File: config.mk
export PLATFORM = sky130hd
export DESIGN_NAME = add_pipe_flat
export DESIGN_NICKNAME = d
export VERILOG_FILES = /design/src/rtl/add_pipe_if.sv /design/src/rtl/add_pipe.sv /design/src/flat_wrapper.sv
export SDC_FILE = /design/constraint.sdc
export NUM_CORES = 1
export LEC_CHECK = 0
export ABC_AREA = 1
export CAP_MARGIN = 0
export CORE_MARGIN = 1.5
export CORE_UTILIZATION = 60
export CTS_BUF_LIST = sky130_fd_sc_hd__clkbuf_4
export DETAILED_ROUTE_END_ITERATION = 8
export PLACE_DENSITY_LB_ADDON = 0.05
export SETUP_SLACK_MARGIN = 0.5
export SKIP_CTS_REPAIR_TIMING = 1
export SYNTH_ARGS = -nofsm -noshare
export SYNTH_HDL_FRONTEND = slang
export SYNTH_SLANG_ARGS = --single-unit
File: constraint.sdc
create_clock -name clk -period 3.55 [get_ports clk]
set_input_delay 0.71 -clock clk [delete_from_list [all_inputs] [get_ports clk]]
set_output_delay 0.71 -clock clk [all_outputs]
set_load 0.005 [all_outputs]
File: src/rtl/add_pipe_if.sv
// Operand/result handshake bundle for add_pipe.
// Master drives operands and out_ready; slave (the adder) drives results and in_ready.
interface add_pipe_if #(
  parameter int WIDTH = 32
);
  logic             in_valid;
  logic             in_ready;
  logic [WIDTH-1:0] a;
  logic [WIDTH-1:0] b;
  logic             cin;
  logic             sub;
  logic             out_valid;
  logic             out_ready;
  logic [WIDTH-1:0] s;
  logic             co;
  logic             ovf;
  logic             zero;

  modport master (
    output in_valid, a, b, cin, sub, out_ready,
    input  in_ready, out_valid, s, co, ovf, zero
  );

  modport slave (
    input  in_valid, a, b, cin, sub, out_ready,
    output in_ready, out_valid, s, co, ovf, zero
  );
endinterface

File: src/rtl/add_pipe.sv
// Pipelined adder/subtractor: the carry chain is cut into STAGES slices of SW bits,
// one slice per clock, with a single global advance shared by every stage.
module add_pipe #(
  parameter int WIDTH  = 32,
  parameter int STAGES = 4
) (
  input  logic      clk,
  input  logic      rst_n,
  add_pipe_if.slave bus
);
  localparam int SW = WIDTH / STAGES;

  if (WIDTH < 2 || STAGES < 1 || STAGES > WIDTH || (WIDTH % STAGES) != 0) begin : g_param_check
    $error("add_pipe: WIDTH must be >= 2 and a multiple of STAGES, 1 <= STAGES <= WIDTH");
  end

  logic             w_adv;
  logic             w_out_valid;
  logic             w_c_eff;
  logic [WIDTH-1:0] w_b_eff;

  assign w_b_eff      = bus.sub ? ~bus.b : bus.b;
  assign w_c_eff      = bus.sub | bus.cin;
  assign w_adv        = !w_out_valid || bus.out_ready;
  assign bus.in_ready = w_adv;

  // Stage gi consumes the lowest remaining operand slice and appends its sum slice
  // above the results already computed, so register widths shrink/grow per stage.
  genvar gi;
  generate
    for (gi = 0; gi < STAGES; gi++) begin : g_stage
      localparam int IW = WIDTH - gi * SW;

      logic                  w_v_in;
      logic                  w_c_in;
      logic [IW-1:0]         w_a_in;
      logic [IW-1:0]         w_b_in;
      logic [SW:0]           w_sum;
      logic [(gi+1)*SW-1:0]  w_s_next;
      logic                  r_valid;
      logic [(gi+1)*SW-1:0]  r_s;

      if (gi == 0) begin : g_src
        assign w_v_in   = bus.in_valid;
        assign w_a_in   = bus.a;
        assign w_b_in   = w_b_eff;
        assign w_c_in   = w_c_eff;
        assign w_s_next = w_sum[SW-1:0];
      end else begin : g_src
        assign w_v_in   = g_stage[gi-1].r_valid;
        assign w_a_in   = g_stage[gi-1].g_keep.r_a;
        assign w_b_in   = g_stage[gi-1].g_keep.r_b;
        assign w_c_in   = g_stage[gi-1].g_keep.r_carry;
        assign w_s_next = {w_sum[SW-1:0], g_stage[gi-1].r_s};
      end

      assign w_sum = {1'b0, w_a_in[SW-1:0]} + {1'b0, w_b_in[SW-1:0]} + {{SW{1'b0}}, w_c_in};

      always_ff @(posedge clk or negedge rst_n) begin
        if (!rst_n) begin
          r_valid <= 1'b0;
          r_s     <= '0;
        end else if (w_adv) begin
          r_valid <= w_v_in;
          if (w_v_in) begin
            r_s <= w_s_next;
          end
        end
      end

      if (gi < STAGES - 1) begin : g_keep
        logic               r_carry;
        logic [IW-SW-1:0]   r_a;
        logic [IW-SW-1:0]   r_b;

        always_ff @(posedge clk or negedge rst_n) begin
          if (!rst_n) begin
            r_carry <= 1'b0;
            r_a     <= '0;
            r_b     <= '0;
          end else if (w_adv && w_v_in) begin
            r_carry <= w_sum[SW];
            r_a     <= w_a_in[IW-1:SW];
            r_b     <= w_b_in[IW-1:SW];
          end
        end
      end else begin : g_tail
        logic r_co;
        logic r_ovf;
        logic r_zero;
        logic w_c_msb;

        // Carry into the MSB recovered from the MSB sum bit: s = a ^ b ^ c_in.
        assign w_c_msb = w_a_in[SW-1] ^ w_b_in[SW-1] ^ w_sum[SW-1];

        always_ff @(posedge clk or negedge rst_n) begin
          if (!rst_n) begin
            r_co   <= 1'b0;
            r_ovf  <= 1'b0;
            r_zero <= 1'b0;
          end else if (w_adv && w_v_in) begin
            r_co   <= w_sum[SW];
            r_ovf  <= w_c_msb ^ w_sum[SW];
            r_zero <= ~|w_s_next;
          end
        end
      end
    end
  endgenerate

  assign w_out_valid   = g_stage[STAGES-1].r_valid;
  assign bus.out_valid = w_out_valid;
  assign bus.s         = g_stage[STAGES-1].r_s;
  assign bus.co        = g_stage[STAGES-1].g_tail.r_co;
  assign bus.ovf       = g_stage[STAGES-1].g_tail.r_ovf;
  assign bus.zero      = g_stage[STAGES-1].g_tail.r_zero;
endmodule

File: src/flat_wrapper.sv
// flat-port wrapper written by rule: the top's interface ports become plain ports
module add_pipe_flat 
#(
  parameter int WIDTH  = 32,
  parameter int STAGES = 4
)
  (clk, rst_n, bus_in_valid, bus_a, bus_b, bus_cin, bus_sub, bus_out_ready, bus_in_ready, bus_out_valid, bus_s, bus_co, bus_ovf, bus_zero);
  add_pipe_if #(.WIDTH(WIDTH)) bus_i ();
  input  logic clk;
  input  logic rst_n;
  input wire logic [$bits(bus_i.in_valid)-1:0] bus_in_valid;
  input wire logic [$bits(bus_i.a)-1:0] bus_a;
  input wire logic [$bits(bus_i.b)-1:0] bus_b;
  input wire logic [$bits(bus_i.cin)-1:0] bus_cin;
  input wire logic [$bits(bus_i.sub)-1:0] bus_sub;
  input wire logic [$bits(bus_i.out_ready)-1:0] bus_out_ready;
  output wire logic [$bits(bus_i.in_ready)-1:0] bus_in_ready;
  output wire logic [$bits(bus_i.out_valid)-1:0] bus_out_valid;
  output wire logic [$bits(bus_i.s)-1:0] bus_s;
  output wire logic [$bits(bus_i.co)-1:0] bus_co;
  output wire logic [$bits(bus_i.ovf)-1:0] bus_ovf;
  output wire logic [$bits(bus_i.zero)-1:0] bus_zero;
  assign bus_i.in_valid = bus_in_valid;
  assign bus_i.a = bus_a;
  assign bus_i.b = bus_b;
  assign bus_i.cin = bus_cin;
  assign bus_i.sub = bus_sub;
  assign bus_i.out_ready = bus_out_ready;
  assign bus_in_ready = bus_i.in_ready;
  assign bus_out_valid = bus_i.out_valid;
  assign bus_s = bus_i.s;
  assign bus_co = bus_i.co;
  assign bus_ovf = bus_i.ovf;
  assign bus_zero = bus_i.zero;
  add_pipe #(.WIDTH(WIDTH), .STAGES(STAGES)) u_core (.clk(clk), .rst_n(rst_n), .bus(bus_i));
endmodule
==> results of run 1 <==
final timing paths:
path,from,endpoint,cells after the start
max,bus_out_ready,bus_in_ready,4
min,rst_n,u_core.bus.s[6]$_DFFE_PN0P_,1
max reg2reg,u_core.g_stage[2].g_keep.r_b[0]$_DFFE_PN0P_,u_core.bus.zero$_DFFE_PN0P_,13
min reg2reg,u_core.bus.ovf$_DFFE_PN0P_,u_core.bus.ovf$_DFFE_PN0P_,2
max in group asynchronous,rst_n,u_core.g_stage[0].g_keep.r_a[2]$_DFFE_PN0P_,2
min in group clk,u_core.bus.ovf$_DFFE_PN0P_,u_core.bus.ovf$_DFFE_PN0P_,2
sequential cells by signal, summed over array words and instances (netlist names):
signal and flops:
u_core.bus.out_valid 1, u_core.bus.ovf 1, u_core.g_stage.g_keep.r_b 48, u_core.g_stage.r_s 48
u_core.g_stage.g_keep.r_carry 3, u_core.bus.zero 1, u_core.g_stage.g_keep.r_a 48, u_core.bus.co 1
u_core.bus.s 32, u_core.g_stage.r_valid 3
layout make-up:
cell class,instances,share of cell area
inverters,82,0.0305
diodes,2,0.000495
repair buffers,114,0.112
well taps,180,0.0223
multi-input cells,676,0.344
flip-flops and latches,186,0.461
clock inverters,12,0.0171
clock buffers,18,0.0134
layout by cell type (no fill, tap or decap), drive strengths merged, types with 6 or more instances in the layout:
cell type / n
nor2: 35
buf: 10
nand3: 23
nand2: 369
a21oi: 17
ha: 28
a31oi: 7
inv: 84
xor2: 15
fa: 8
clkdlybuf4s50: 104
dfrtp: 186
nand4: 11
xnor2: 28
clkbuf: 18
o21ai: 118
clkinv: 6
worst max-delay path, delay by kind of cell:
family        cells  cell delay, ps
buf+inv           3            1030
simple gates      1             120
cell families (layout without fill, tap and decap cells):
| logic type | after synthesis | in the layout | share of synthesized area |
|---|---|---|---|
| AO/OA/AOI/OAI | 152 | 152 | 0.0925 |
| XOR/XNOR | 43 | 43 | 0.0434 |
| adder cells (fa/ha/maj) | 36 | 36 | 0.0588 |
| buffers and inverters | 123 | 226 | 0.0640 |
| flip-flops | 186 | 186 | 0.536 |
| other | 0 | 2 | 0 |
| AND/OR/NAND/NOR | 445 | 445 | 0.205 |
stage by stage:
stage | setup WS (ps) | std cells
global route | 924 | 1270
global placement | 617 | 1238
detailed placement | 577 | 1238
finish | 975 | 1270
floorplan | 769 | 985
CTS | 967 | 1268
power by group:
part	total [mW]	internal, mW	switching, mW
registers	3.43	2.96	0.462
logic	3.19	1.33	1.85
clock network	1.25	0.559	0.688
total	7.86	4.86	3.00
routing by layer:
layer,vias to the layer above,share of wire,track usage
met5,-,0,0
met4,0,0.014,0.0790
met3,17,0.045,0.0452
met2,174,0.41,0.338
met1,2944,0.53,0.386
li1,3312,-,-
==> metrics.md, run 1 <==
| Metric | Value |
|---|---|
| Synth cell types | 35 |
| Root buf cell | clkbuf_4 |
| Hold WS | 145 ps |
| Hold WC Path Type | input pin to asynchronous set/reset pin |
| Synth top area share | 0.536 |
| Clock sinks | 186 |
| Sequential area share after synthesis | 0.536 |
| Clock transition at the registers of the reported paths | 140 ps |
| Routability cong. | 0.887 |
| Skew final | 12.1 ps |
| Htree depth | 4 |
| Critical path, cell by cell | clkdlybuf4s50_1, inv_1, nand2_4, clkdlybuf4s50_1 |
| Area occupied by multi-input gates | 3480 µm² |
| DPL Wire Length | 12.0 mm |
| Synth area leader | dfrtp_1 |
| Routed vias | 6447 |
| Worst setup SP type | input pin |
| Initial antenna violation count | 1 |
| Ranking of synthesized cells by area | dfrtp_1 54%, nand2_1 16%, o21ai_0 5.2% |
| Flops & latches, synth | 186 |
| Post-synth EDFFs | 0 |
| Maximum clock rate | 388 MHz |
| Overall power consumption | 7.86 mW |
| Final min period | 2580 ps |
| Vias in the first global route | 5883 |
| DR WL/cell | 13.1 µm |
| CTS Buf Count | 17 |
| Post-Syn Area | 8680 µm² |
| Max Cap Viol | 0 |
| P&R area growth vs syn | 16.4% |
| Core area | 14000 µm² |
| Max Slew Vio Count | 0 |
| DR iter-0 viols | 418 |
| Die W | 123 µm |
| R2R setup slack | 1300 ps |
| Largest net degree at the start of global routing | 87 |
| Total area of sequential cells | 4650 µm² |
| Slowest stage cell, crit path | clkdlybuf4s50_1 |
| Worst path max stage delay | 510 ps |
| Most frequent CP cell | clkdlybuf4s50_1 |
| Rows | 43 |
| Worst skew pair latency | 580 ps |
| Slew margin rel. | 0.490 |
| Setup-failing EPs final | 0 |
| Vias per cell | 5.08 |
| Design area | 10100 µm² |
| Final wirelength | 16.7 mm |
| Syn_area_per_cell | 8.82 µm² |
| Gr usage total | 0.243 |
| CTS tree | built |
| CTS max path bufs | 2 |
| Least-Margin Pin Slew | 766 ps |
| P_leak | 5.05 nW |
| Final period util | 0.725 |
| Full die area | 15200 µm² |
| Die H | 123 µm |
| Worst Path Arrival | 1870 ps |
| Peak VDD IR | 365 µV |
| Synthesized instance count | 985 |
| Crit-path max FO | 8 |
| Port bufs | 106 |
| Initial core utilization | 0.621 |
| Remaining DRCs | 0 |
| Final hold violations | 0 |
| Nets@finish | 1183 |
| Detail Route Antenna Nets | 0 |
| PD cells | 778 nW/µm² |
| Syn Nets | 1091 |
| Top-count cell post-synth | nand2_1 |
| Fraction of layout instances using a drive strength above 1 | 0.0515 |
| Result of the run | complete, no violations |
| Placed Area | 9790 µm² |
| Most frequent cells after synthesis | 366 x nand2_1, 186 x dfrtp_1, 90 x o21ai_0 |
| Total negative slack | 0 ps |
| Pre-Repair DR Iteration Count | 4 |
| First-pass GRT wire length | 28.5 mm |
| Syn. warnings | 0 |
| GRT overflow | 0 |
| CP endpoint kind | output pin |
| Final core utilization | 0.723 |
| FFs w/ async S/R, synth | 1.00 |
| Critical path data required time | 2840 ps |
| RSZ-0062 raised after global routing | false |
| CP Class | input pin to output pin |
| Filler cells | 1116 |
| Top FF cell, synth | dfrtp_1 |
| Io pins | 107 |
Note: power is estimated with default switching activity, not from simulation.
==> run 2, diff against run 1 <==
--- a/config.mk
+++ b/config.mk
@@ -8,7 +8,7 @@
 export ABC_AREA = 1
 export CAP_MARGIN = 0
 export CORE_MARGIN = 1.5
-export CORE_UTILIZATION = 60
+export CORE_UTILIZATION = 58
 export CTS_BUF_LIST = sky130_fd_sc_hd__clkbuf_4
 export DETAILED_ROUTE_END_ITERATION = 8
 export PLACE_DENSITY_LB_ADDON = 0.05
==> constraint.sdc (replaced) <==
create_clock -name clk -period 2.37 [get_ports clk]
set_input_delay 0.474 -clock clk [delete_from_list [all_inputs] [get_ports clk]]
set_output_delay 0.474 -clock clk [all_outputs]
set_load 0.005 [all_outputs]
==> metrics.md, run 2 (synthesis results as in run 1) <==
| Metric | Value |
|---|---|
| P_leak | 5.75 nW |
| Overall power consumption | 12.2 mW |
| Design area | 10600 µm² |
| Top Family by Delay on Critical Path | adder cells |
| Hold WC Path Type | input pin to asynchronous set/reset pin |
| P&R area growth vs syn | 22.0% |
| Skew final | 21.3 ps |
| Core area | 14600 µm² |
| Most common cell after layout, fill and taps aside | nand2_1 |
| Gr usage total | 0.227 |
| Remaining DRCs | 0 |
| Registers with the most flip-flops | u_core.g_stage.g_keep.r_a x48, u_core.g_stage.g_keep.r_b x48, u_core.g_stage.r_s x48 |
| Port bufs | 106 |
| Critical path data required time | 2890 ps |
| CP Class | register to register |
| First-pass GRT wire length | 28.7 mm |
| Place WS | -258 ps |
| Initial antenna violation count | 1 |
| RSZ-0062 raised after global routing | true |
| Filler cells | 1103 |
| Worst skew pair latency | 580 ps |
| CTS max path bufs | 2 |
| Detail Route Antenna Nets | 0 |
| CTS Buf Count | 17 |
| Peak VDD IR | 475 µV |
| Root buf cell | clkbuf_4 |
| Max Slew Vio Count | 0 |
| DR iter-0 viols | 413 |
| Routed vias | 6510 |
| Routability cong. | 0.866 |
| Result of the run | complete, no violations |
| Final wirelength | 17.4 mm |
| Final period util | 0.905 |
| PnR worst setup slack | 224 ps |
| R2R setup slack | 220 ps |
| Clock transition at the registers of the reported paths | 160 ps |
| Final core utilization | 0.726 |
| Final min period | 2150 ps |
| Critical path, cell by cell | inv_2, fa_2, inv_2, fa_1, inv_1, nand2_1, nor2_1, nand3_1, nor2_1, nand3_1, nor2_1, nand3_1, nand2_1 |
| Final std cells w/o fill | 1311 |
| Fraction of layout instances using a drive strength above 1 | 0.100 |
| Full die area | 15700 µm² |
| Worst Path Buf+Inv | 3 |
| Largest net degree at the start of global routing | 84 |
| Io pins | 107 |
| Clock sinks | 186 |
| Slowest stage cell, crit path | fa_1 |
| Vias in the first global route | 5774 |
| Nets@finish | 1219 |
| CP endpoint kind | register |
| Crit-path max FO | 2 |
| GRT overflow | 0 |
| Setup-failing EPs final | 0 |
| Pre-Repair DR Iteration Count | 5 |
| Initial core utilization | 0.595 |
| Worst Path Arrival | 2670 ps |
| CTS tree | built |
| Rows | 44 |
| Vias per cell | 4.97 |
| Maximum clock rate | 466 MHz |
| Least-Margin Pin Slew | 520 ps |
| Worst path max stage delay | 440 ps |
| Die W | 125 µm |
| Htree depth | 4 |
| Final hold violations | 0 |
| DR WL/cell | 13.3 µm |
| Placed Area | 9930 µm² |
| Max Cap Viol | 0 |
| Slew margin rel. | 0.653 |
| Worst setup SP type | register |
| DPL Wire Length | 12.2 mm |
| Die H | 125 µm |
| PD cells | 1150 nW/µm² |
| Commonest cells after routing, fill and taps aside | 364 x nand2_1, 186 x dfrtp_1, 87 x o21ai_0 |
| Placed cells | 1248 |
run 2: cell types whose count changed in the layout (fill, tap and decap cells not counted), sizes merged, moves of 3 or more:
cell           delta
inv               +3
buf              +35
dlymetal6s2s     +39
clkdlybuf4s50    -39
run 2: path summary, 6_finish.rpt:
kind,startpoint,to,depth (start not counted)
setup / recovery,u_core.g_stage[2].g_keep.r_carry$_DFFE_PN0P_,u_core.bus.zero$_DFFE_PN0P_,13
hold / removal,rst_n,u_core.g_stage[2].r_s[15]$_DFFE_PN0P_,2
setup reg to reg,u_core.g_stage[2].g_keep.r_carry$_DFFE_PN0P_,u_core.bus.zero$_DFFE_PN0P_,13
hold reg to reg,u_core.g_stage[1].r_s[3]$_DFFE_PN0P_,u_core.g_stage[1].r_s[3]$_DFFE_PN0P_,2
max in group asynchronous,rst_n,u_core.g_stage[1].g_keep.r_b[11]$_DFFE_PN0P_,3
min in group clk,bus_a[12],u_core.g_stage[0].g_keep.r_a[4]$_DFFE_PN0P_,3
run 2: report_power, final:
group          leakage [nW]  internal [mW]  switching, mW
clock network         0.171          0.755           1.09
registers              2.33           4.44          0.691
logic                  3.25           2.28           2.92
run 2: layout make-up:
type	instances	area, µm²	area share
timing repair buffer	150	1560	0.148
inverter	82	308	0.0291
antenna	1	2.50	0.000236
clock buffer	18	135	0.0128
sequential	186	4650	0.439
tap	184	230	0.0217
multi-input combinational	676	3530	0.333
clock inverter	14	169	0.0159
run 2: worst reg2reg max path: stages, from the launching register on:
cell     delay [ps]
dfrtp_1         360
inv_2            50
fa_2            380
inv_2            70
fa_1            440
inv_1            90
nand2_1          70
nor2_1          120
nand3_1          80
nor2_1           90
nand3_1         120
nor2_1          120
nand3_1          70
nand2_1          60
run 2: routing by layer:
metal  vias up  wire (µm)  GRT usage
met3        16        753     0.0385
met5         -          0          0
li1       3379          -          -
met2       148       7310      0.309
met1      2967       9190      0.371
met4         0        193     0.0662
run 2: metrics by stage:
step,hold slack (ps),setup TNS [ps]
after CTS,-213,0
after global routing,386,0
final,388,0
after detailed placement,452,-759
after floorplan,178,-9.38
after global placement,454,-681
